`src/rtl/seg7_time_reader.sv`:
```
// Display-side readback of the hh:mm 7-segment buses.
// Glitch-filters the four segment buses, decodes them back to BCD and
// binary minutes, and flags each accepted change as a one-minute step or a jump.
//
// state  | meaning
// WAIT   | new pattern captured, counting identical samples
// EVAL   | pattern stable; decode and classify it this cycle
// LOCKED | pattern already evaluated; ignore until it changes
module seg7_time_reader #(
   parameter int STABLE_CYCLES = 4,
   parameter bit ACTIVE_LOW    = 1'b1,
   parameter int MAX_HR        = 99
) (
   input  logic        clk,
   input  logic        rst,
   input  logic        en,
   input  logic [6:0]  seg_hr_tens,
   input  logic [6:0]  seg_hr_ones,
   input  logic [6:0]  seg_min_tens,
   input  logic [6:0]  seg_min_ones,
   output logic [3:0]  hr_tens,
   output logic [3:0]  hr_ones,
   output logic [3:0]  min_tens,
   output logic [3:0]  min_ones,
   output logic [12:0] total_min,
   output logic        upd,
   output logic        step,
   output logic        jump,
   output logic        bad,
   output logic [7:0]  err_cnt
);

   typedef enum logic [1:0] {WAIT, EVAL, LOCKED} state_t;

   localparam logic [7:0]  CNT_LAST  = 8'(STABLE_CYCLES - 1);
   localparam logic [6:0]  MAX_HR_V  = 7'(MAX_HR);
   localparam logic [12:0] MAX_TOTAL = 13'((MAX_HR + 1) * 60 - 1);

   // Returns {valid, digit}; blank is only accepted where allow_blank is set.
   function automatic logic [4:0] dec_digit(input logic [6:0] raw, input logic allow_blank);
      logic [6:0] s;
      s = ACTIVE_LOW ? ~raw : raw;
      case (s)
         7'h3F:   dec_digit = {1'b1, 4'd0};
         7'h06:   dec_digit = {1'b1, 4'd1};
         7'h5B:   dec_digit = {1'b1, 4'd2};
         7'h4F:   dec_digit = {1'b1, 4'd3};
         7'h66:   dec_digit = {1'b1, 4'd4};
         7'h6D:   dec_digit = {1'b1, 4'd5};
         7'h7D:   dec_digit = {1'b1, 4'd6};
         7'h07:   dec_digit = {1'b1, 4'd7};
         7'h7F:   dec_digit = {1'b1, 4'd8};
         7'h6F:   dec_digit = {1'b1, 4'd9};
         7'h00:   dec_digit = {allow_blank, 4'd0};
         default: dec_digit = {1'b0, 4'd0};
      endcase
   endfunction

   state_t      state, state_nxt;
   logic [27:0] cand, cand_nxt;
   logic [7:0]  cnt, cnt_nxt;
   logic        have_prev, have_prev_nxt;
   logic [3:0]  hr_tens_nxt, hr_ones_nxt, min_tens_nxt, min_ones_nxt;
   logic [12:0] total_nxt;
   logic        upd_nxt, step_nxt, jump_nxt, bad_nxt;
   logic [7:0]  err_nxt;

   logic [27:0] sample;
   logic [4:0]  d_ht, d_ho, d_mt, d_mo;
   logic [6:0]  hour;
   logic [12:0] new_total, prev_inc;
   logic        legal;

   assign sample = {seg_hr_tens, seg_hr_ones, seg_min_tens, seg_min_ones};

   // Decode the held candidate; only consumed while in EVAL.
   always_comb begin
      d_ht      = dec_digit(cand[27:21], 1'b1);
      d_ho      = dec_digit(cand[20:14], 1'b0);
      d_mt      = dec_digit(cand[13:7],  1'b0);
      d_mo      = dec_digit(cand[6:0],   1'b0);
      hour      = 7'(d_ht[3:0]) * 7'd10 + 7'(d_ho[3:0]);
      new_total = 13'(hour) * 13'd60 + 13'(d_mt[3:0]) * 13'd10 + 13'(d_mo[3:0]);
      prev_inc  = (total_min == MAX_TOTAL) ? 13'd0 : total_min + 13'd1;
      legal     = d_ht[4] && d_ho[4] && d_mt[4] && d_mo[4] &&
                  (d_mt[3:0] <= 4'd5) && (hour <= MAX_HR_V);
   end

   // Next-state: filter sequencing plus the EVAL decision.
   always_comb begin
      state_nxt     = state;
      cand_nxt      = cand;
      cnt_nxt       = cnt;
      have_prev_nxt = have_prev;
      hr_tens_nxt   = hr_tens;
      hr_ones_nxt   = hr_ones;
      min_tens_nxt  = min_tens;
      min_ones_nxt  = min_ones;
      total_nxt     = total_min;
      err_nxt       = err_cnt;
      upd_nxt       = 1'b0;
      step_nxt      = 1'b0;
      jump_nxt      = 1'b0;
      bad_nxt       = 1'b0;

      if (state == EVAL) begin
         state_nxt = LOCKED;
         if (!legal) begin
            bad_nxt = 1'b1;
            if (err_cnt != 8'hFF) err_nxt = err_cnt + 8'd1;
         end else if (!have_prev || (new_total != total_min)) begin
            hr_tens_nxt   = d_ht[3:0];
            hr_ones_nxt   = d_ho[3:0];
            min_tens_nxt  = d_mt[3:0];
            min_ones_nxt  = d_mo[3:0];
            total_nxt     = new_total;
            upd_nxt       = 1'b1;
            have_prev_nxt = 1'b1;
            if (have_prev) begin
               step_nxt = (new_total == prev_inc);
               jump_nxt = (new_total != prev_inc);
            end
         end
      end

      // A pattern change during EVAL restarts filtering; the EVAL result above still stands.
      if (en) begin
         if (sample != cand) begin
            cand_nxt  = sample;
            cnt_nxt   = 8'd0;
            state_nxt = (STABLE_CYCLES == 1) ? EVAL : WAIT;
         end else if (state == WAIT) begin
            cnt_nxt = cnt + 8'd1;
            if ({1'b0, cnt} + 9'd1 >= {1'b0, CNT_LAST}) state_nxt = EVAL;
         end
      end
   end

   // State and output registers with synchronous reset.
   always_ff @(posedge clk) begin
      if (rst) begin
         state     <= WAIT;
         cand      <= '0;
         cnt       <= '0;
         have_prev <= 1'b0;
         hr_tens   <= '0;
         hr_ones   <= '0;
         min_tens  <= '0;
         min_ones  <= '0;
         total_min <= '0;
         err_cnt   <= '0;
         upd       <= 1'b0;
         step      <= 1'b0;
         jump      <= 1'b0;
         bad       <= 1'b0;
      end else begin
         state     <= state_nxt;
         cand      <= cand_nxt;
         cnt       <= cnt_nxt;
         have_prev <= have_prev_nxt;
         hr_tens   <= hr_tens_nxt;
         hr_ones   <= hr_ones_nxt;
         min_tens  <= min_tens_nxt;
         min_ones  <= min_ones_nxt;
         total_min <= total_nxt;
         err_cnt   <= err_nxt;
         upd       <= upd_nxt;
         step      <= step_nxt;
         jump      <= jump_nxt;
         bad       <= bad_nxt;
      end
   end

endmodule

```
`config.mk`:
```
export PLATFORM = sky130hd
export DESIGN_NAME = seg7_time_reader
export DESIGN_NICKNAME = d
export VERILOG_FILES = /design/src/rtl/seg7_time_reader.sv
export SDC_FILE = /design/constraint.sdc
export NUM_CORES = 1
export LEC_CHECK = 0
export ABC_CLOCK_PERIOD_IN_PS = 7100
export CORE_AREA = 3 3 118 120
export DETAILED_ROUTE_END_ITERATION = 7
export DIE_AREA = 0 0 121 123
export PLACE_DENSITY_LB_ADDON = 0.15
export SLEW_MARGIN = 20
export SYNTH_ARGS = -nofsm -noshare
export SYNTH_HDL_FRONTEND = slang
export SYNTH_SLANG_ARGS = --single-unit
```
`constraint.sdc`:
```
create_clock -name clk -period 7.1 [get_ports clk]
set_input_delay 1.42 -clock clk [delete_from_list [all_inputs] [get_ports clk]]
set_output_delay 1.42 -clock clk [all_outputs]
set_load 0.01 [all_outputs]
```
Yosys cells after proc, flatten, opt, wreduce, memory -nomap -nowiden
Index checks and enable logic that the tools add are counted.
- bits in registers: 80
- input port bits: 31
- output and inout port bits: 41
- multiply operators: 3
- magnitude comparators: 3
- equal/unequal tests: 47
- multiplexer cells: 14
- reduce and logical (&&, ||, !) cells: 18
- bitwise logic cells: 8
- $add $sub $neg: 7
- operators by type and width (kind ; count):
    case mux 5 bit (10 select lines) ; 4
    equality test 7 bit, second input constant ; 28
    equality test 7 x 3 -> 1 bit, second input constant ; 8
    equality test 7 x 6 -> 1 bit, second input constant ; 4
    != test 28 bit ; 1
    inverter 7 bit ; 4
    != test 13 bit ; 2
    adder 8 x 1 -> 8 bit, second input constant ; 2
    2-to-1 mux 8 bit ; 2
    adder 13 x 1 -> 13 bit, second input constant ; 1
    adder 13 x 4 -> 13 bit ; 1
    adder 13 x 8 -> 13 bit ; 1
    equality test 13 bit ; 1
    equality test 13 bit, second input constant ; 1
    2-to-1 mux 13 bit ; 1
    multiplier 7 x 4 -> 11 bit, second input constant ; 1
    2-to-1 mux 2 bit ; 5
    adder 8 x 1 -> 9 bit, second input constant ; 1
    greater-or-equal comparator 9 x 2 -> 1 bit, second input constant ; 1
    != test 8 bit, second input constant ; 1
    adder 7 x 4 -> 7 bit ; 1
    less-or-equal comparator 7 bit, second input constant ; 1
    logical NOT 7 bit ; 1
    multiplier 4 x 3 -> 7 bit, second input constant ; 1
    15 further kinds ; 26

Depth between registers and ports, before layout
Gate-level depths: netlist (run 1).
- word-level depth: 13
- gate-level depth with buffers: 32
- depth with buffers taken out: 29

Worst setup path after synthesis (run 1)
No wires, ideal clock.
- kind: flip-flop to flip-flop
- from: register cand[17]
- to: register hr_ones[2]
- clock period less this slack: 6.814 ns
- path slack: 0.286 ns
- data required time: 6.979 ns
- cell stages (with the launch flop): 26
- library setup time: 0.121 ns
- path buffers: 3
- arrival time: 6.693 ns
- cell sequence: dfxtp_1 clkbuf_1 or4b_2 o21ai_0 o2bb2ai_1 ha_1 fa_1 inv_1 fa_1 inv_1 fa_1 ha_1 a21o_1 a21oi_1 xnor2_1 ha_1 ha_1 clkbuf_1 nand2_1 o21bai_1 a211oi_1 nand3b_1 xnor3_1 a41oi_4 buf_8 mux2_4
- longest elaborated chain between the ends: 10
- ends and longest elaborated chain (item ; line ; source):
    from (decl) ; 60 ; logic [27:0] cand, cand_nxt;
    from (signal assigned) ; 158 ; cand <= cand_nxt;
    inverter 7 bit (*) ; 42 ; s = ACTIVE_LOW ? ~raw : raw;
    equality test 7 bit (tied with other cells) ; 43 ; case (s)
    case mux 5 bit (10 select lines) (*) ; 43 ;
    net d_ho[1] ; 69 ; logic [4:0] d_ht, d_ho, d_mt, d_mo;
    adder 7 x 4 -> 7 bit (*) ; 82 ; hour = 7'(d_ht[3:0]) * 7'd10 + 7'(d_ho[3:0]);
    multiplier 7 x 4 -> 11 bit ; 83 ; new_total = 13'(hour) * 13'd60 + 13'(d_mt[3:0]) * 13'd10 + 13'(d_mo[3:0]);
    adder 13 x 8 -> 13 bit ; 83 ;
    adder 13 x 4 -> 13 bit ; 83 ;
    != test 13 bit ; 111 ; end else if (!have_prev || (new_total != total_min)) begin
    logical OR 1 bit ; 111 ;
    AND reduction 3 bit (no line) (*) ; n/a ;
    to (signal assigned) ; 162 ; hr_ones <= hr_ones_nxt;
    to (decl) ; 22 ; output logic [3:0] hr_ones,
The timed path passes the listed nets; every way through them passes the cells marked *.
A chain may end at the register's enable or synchronous reset.

Worst setup path in the final report (run 1)
- from: register cand[17]
- to: register hr_tens[2]
- longest elaborated chain between the ends: 10
- ends and longest elaborated chain (item ; line ; source):
    inverter 7 bit (*) ; 42 ;
    equality test 7 bit (tied with other cells) ; 43 ;
    case mux 5 bit (10 select lines) (*) ; 43 ;
    net d_ho[1] ; 69 ;
    adder 7 x 4 -> 7 bit (*) ; 82 ;
    multiplier 7 x 4 -> 11 bit ; 83 ;
    adder 13 x 8 -> 13 bit ; 83 ;
    adder 13 x 4 -> 13 bit ; 83 ;
    != test 13 bit ; 111 ;
    logical OR 1 bit ; 111 ;
    AND reduction 3 bit (no line) (*) ; n/a ;
    to (signal assigned) ; 161 ; hr_tens <= hr_tens_nxt;
    to (decl) ; 21 ; output logic [3:0] hr_tens,
Marked as above.

==> results of run 1 <==
-- layout make-up --
| type | instances | area share |
|---|---|---|
| well taps | 176 | 0.0276 |
| clock inverters | 4 | 0.00690 |
| multi-input cells | 652 | 0.616 |
| inverters | 43 | 0.0202 |
| clock buffers | 11 | 0.0304 |
| flip-flops and latches | 79 | 0.199 |
| repair buffers | 80 | 0.100 |
-- timing repair --
| item | in CTS | in global routing |
|---|---|---|
| endpoints found under the hold margin | 0 | 0 |
| pin swaps | 0 | 3 |
| hold buffers | 0 | 0 |
| buffers inserted | 0 | 1 |
| gates resized for setup | 4 | 18 |
| endpoints found under the setup margin | 10 | 30 |
-- worst max-delay path by stage --
stage,start,end,cells past startpoint
4_1_cts,cand[17],hr_tens[3],23
3_3_place_gp,cand[25],hr_ones[3],27
3_5_place_dp,cand[22],total_min[11],26
6_report,cand[17],hr_tens[2],24
5_1_grt,cand[17],hr_ones[2],26
2_1_floorplan,cand[17],hr_ones[2],25
-- placed cells by master, fill, tap and decap left out, types with 4 or more instances in the layout --
cell	netlist	final
a21oi_1	30	27
nor3b_1	11	11
and3_1	7	7
nor2b_1	21	21
mux2_2	8	8
or2_2	8	8
a211oi_1	7	6
xor2_1	31	30
o22ai_1	5	5
dfxtp_2	0	5
a2111oi_0	4	4
or3_1	7	7
nor2_1	106	106
a31oi_1	9	9
buf_4	1	7
mux2i_1	48	48
clkdlybuf4s50_1	0	70
nor3_1	20	20
dfxtp_1	79	74
clkbuf_16	0	9
xnor2_1	51	50
o21ai_0	20	20
ha_1	43	40
nand2b_1	36	36
o31a_1	5	5
o21a_1	5	5
nor4_1	14	14
fa_1	14	13
nand4_1	15	15
nand3_1	23	23
a21o_1	4	4
inv_1	43	43
nand2_1	31	31
-- state kept, by name (all words and copies together), names as in the netlist, 2 cells and up --
signal	cells
cand	28
total_min	12
cnt	8
err_cnt	8
hr_ones	4
hr_tens	4
min_ones	4
min_tens	4
state	2
-- worst max-delay path, cell delays in order (launching register included) --
cell and delay, ns:
dfxtp_1 0.42, or4b_2 0.70, o21ai_0 0.11, o2bb2ai_1 0.21, ha_2 0.26, fa_2 0.28
inv_1 0.11, fa_1 0.49, inv_1 0.07, fa_1 0.56, inv_1 0.07, fa_1 0.47
xnor2_1 0.15, ha_1 0.30, ha_2 0.33, a21oi_1 0.22, nand2_1 0.11, a41oi_2 0.26
o21ai_2 0.17, nand3_1 0.14, xor3_1 0.30, nor2_1 0.22, a41oi_4 0.18, buf_12 0.21
mux2_4 0.29
-- stage by stage --
stage          std cells  worst slack [ns]
2_1_floorplan        829             0.286
3_3_place_gp        1029             0.216
3_5_place_dp        1029            -0.106
4_1_cts             1044            0.0599
5_1_grt             1045         -0.000934
6_report            1045             0.342
-- per-layer routing --
layer | up-vias | track usage | routed length, um
met3 | 28 | 0.0348 | 579
met5 | - | 0 | 0
met2 | 131 | 0.392 | 8020
met4 | 0 | 0.0715 | 361
met1 | 2875 | 0.282 | 7390
li1 | 2991 | - | -
-- power breakdown --
group          switching, W  internal, W  leakage, nW
Combinational      0.000707     0.000548         2.35
Sequential        0.0000249     0.000453        0.644
Clock              0.000191     0.000282        0.142
Total              0.000923      0.00128         3.14
-- logic make-up (layout without fill, tap and decap cells) --
| family | Yosys count | count (layout) |
|---|---|---|
| AO/OA/AOI/OAI | 123 | 123 |
| XOR/XNOR | 85 | 85 |
| adder cells (fa/ha/maj) | 57 | 57 |
| buffers and inverters | 98 | 138 |
| flip-flops | 79 | 79 |
| multiplexers | 59 | 59 |
| AND/OR/NAND/NOR | 328 | 328 |
==> results.sh, run 1 <==
export IMPL_status="finished clean"
export IMPL_drv_cap=0
export IMPL_cellLeakagePower_nw=3.14
export IMPL_synth_most_common_cell="nor2_1"
export IMPL_final_util=0.610
export IMPL_io_pins=72
export IMPL_insertion_delay_ns=0.35
export IMPL_worstRegToRegCells=24
export IMPL_cts_tree="done"
export IMPL_vdd_drop_max_mv=0.122
export IMPL_yosys_area_share_adder=0.120
export IMPL_synth_top_area_frac=0.233
export IMPL_finalNetCount=953
export IMPL_root_buffer="clkbuf_16"
export IMPL_grt_usage=0.223
export IMPL_period_share=0.952
export IMPL_rows=42
export IMPL_synth_top_family_by_area="simple AND/OR/NAND/NOR gates"
export IMPL_period_needed_ns=6.76
export IMPL_antenna_found_initial=0
export IMPL_syn_avg_cell_area_um2=8.20
export IMPL_min_from="min_ones[3]"
export IMPL_ys_warn_count=0
export IMPL_die_h_um=123
export IMPL_io_buffers=71
export IMPL_synth_nets=917
export IMPL_synthSimpleGateAreaFrac=0.258
export IMPL_syn2layout_area_growth_pct=17.4
export IMPL_synth_edff_count=0
export IMPL_start_util=0.520
export IMPL_htreeDepth=3
export IMPL_critical_path_arrival_ns=6.99
export IMPL_whs_ns=0.474
export IMPL_gp_congestion=0.882
export IMPL_hold_depth=2
export IMPL_clkTransAtPathRegs_ns=0.06
export IMPL_multi_input_area_um2=4910
export IMPL_synth_area_leader_cell="dfxtp_1"
export IMPL_tightestPinTransition_ns=0.957
export IMPL_diodes=0
export IMPL_setup_viol=0
export IMPL_fin_skew_ns=0.0133
export IMPL_timing_final_hold_violations=0
export IMPL_max_freq_ghz=0.148
export IMPL_cts_buffer_depth=2
export IMPL_grt_max_degree=102
export IMPL_cp_end_kind="register"
export IMPL_wl_per_cell_um=15.6
export IMPL_placed_area_um2=7580
export IMPL_slew_violations=0
export IMPL_first_pass_iters=5
export IMPL_power_w=0.00221
export IMPL_final_seq_area_um2=1590
export IMPL_ys_ff_latch=79
export IMPL_ant_nets=0
export IMPL_dp_hpwl_um=12300
export IMPL_synthCells=829
export IMPL_ys_top_cells_by_count="nor2_1 (106), dfxtp_1 (79), xnor2_1 (51), mux2i_1 (48), clkbuf_1 (45)"
export IMPL_rr_endpoint="hr_tens[2]"
export IMPL_synth_async_reset_ratio=0
export IMPL_numCtsBuffers=9
export IMPL_drtIter0Drc=377
export IMPL_grt_pass1_wl_um=27100
export IMPL_syn_area_um2=6800
export IMPL_grt_pass1_vias=5755
export IMPL_cp_start_kind="register"
export IMPL_n_fill_cell=1136
export IMPL_synth_distinct_cells=75
export IMPL_die_x_um=121
export IMPL_ys_seq_area_frac=0.233
export IMPL_globalRouteOverflowTotal=0
export IMPL_drive_gt1_frac=0.0886
export IMPL_synth_compound_gate_area_share=0.124
export IMPL_worst_r2r_setup_slack_ns=0.34
export IMPL_vias=6025
export IMPL_cp_max_fo=13
export IMPL_synth_mux_area_frac=0.0906
export IMPL_setup_tns_ns=0
export IMPL_reg2reg_from="cand[17]"
export IMPL_fin_area_um2=7980
export IMPL_hold_end="min_ones[3]"
export IMPL_cts_sinks=79
export IMPL_cp_required_ns=7.33
export IMPL_powerDensity_nw_per_um2=276
export IMPL_core_um2=13100
export IMPL_drc=0
export IMPL_vias_per_cell=5.77
export IMPL_dieArea_um2=14900
export IMPL_finalWirelength_um=16300
export IMPL_synth_xor_area_frac=0.116
export IMPL_synth_area_leaders="dfxtp_1 (23%), ha_1 (7.9%), mux2i_1 (7.1%)"
export IMPL_yosys_most_used_dff="dfxtp_1"
export IMPL_min_path_type="register to register"
export IMPL_criticalPathCategory="register to register"
export IMPL_slew_headroom=0.362
Power figures use the tool's default switching activity.
==> run 2: changes to the inputs <==
--- a/config.mk
+++ b/config.mk
@@ -6,7 +6,9 @@
 export NUM_CORES = 1
 export LEC_CHECK = 0
 export ABC_CLOCK_PERIOD_IN_PS = 7100
+export CAP_MARGIN = 20
 export CORE_AREA = 3 3 118 120
+export CTS_CLUSTER_DIAMETER = 150
 export DETAILED_ROUTE_END_ITERATION = 7
 export DIE_AREA = 0 0 121 123
 export PLACE_DENSITY_LB_ADDON = 0.15
==> results of run 2 <==
Final layout, timing and power as in run 1 (identical DEF).
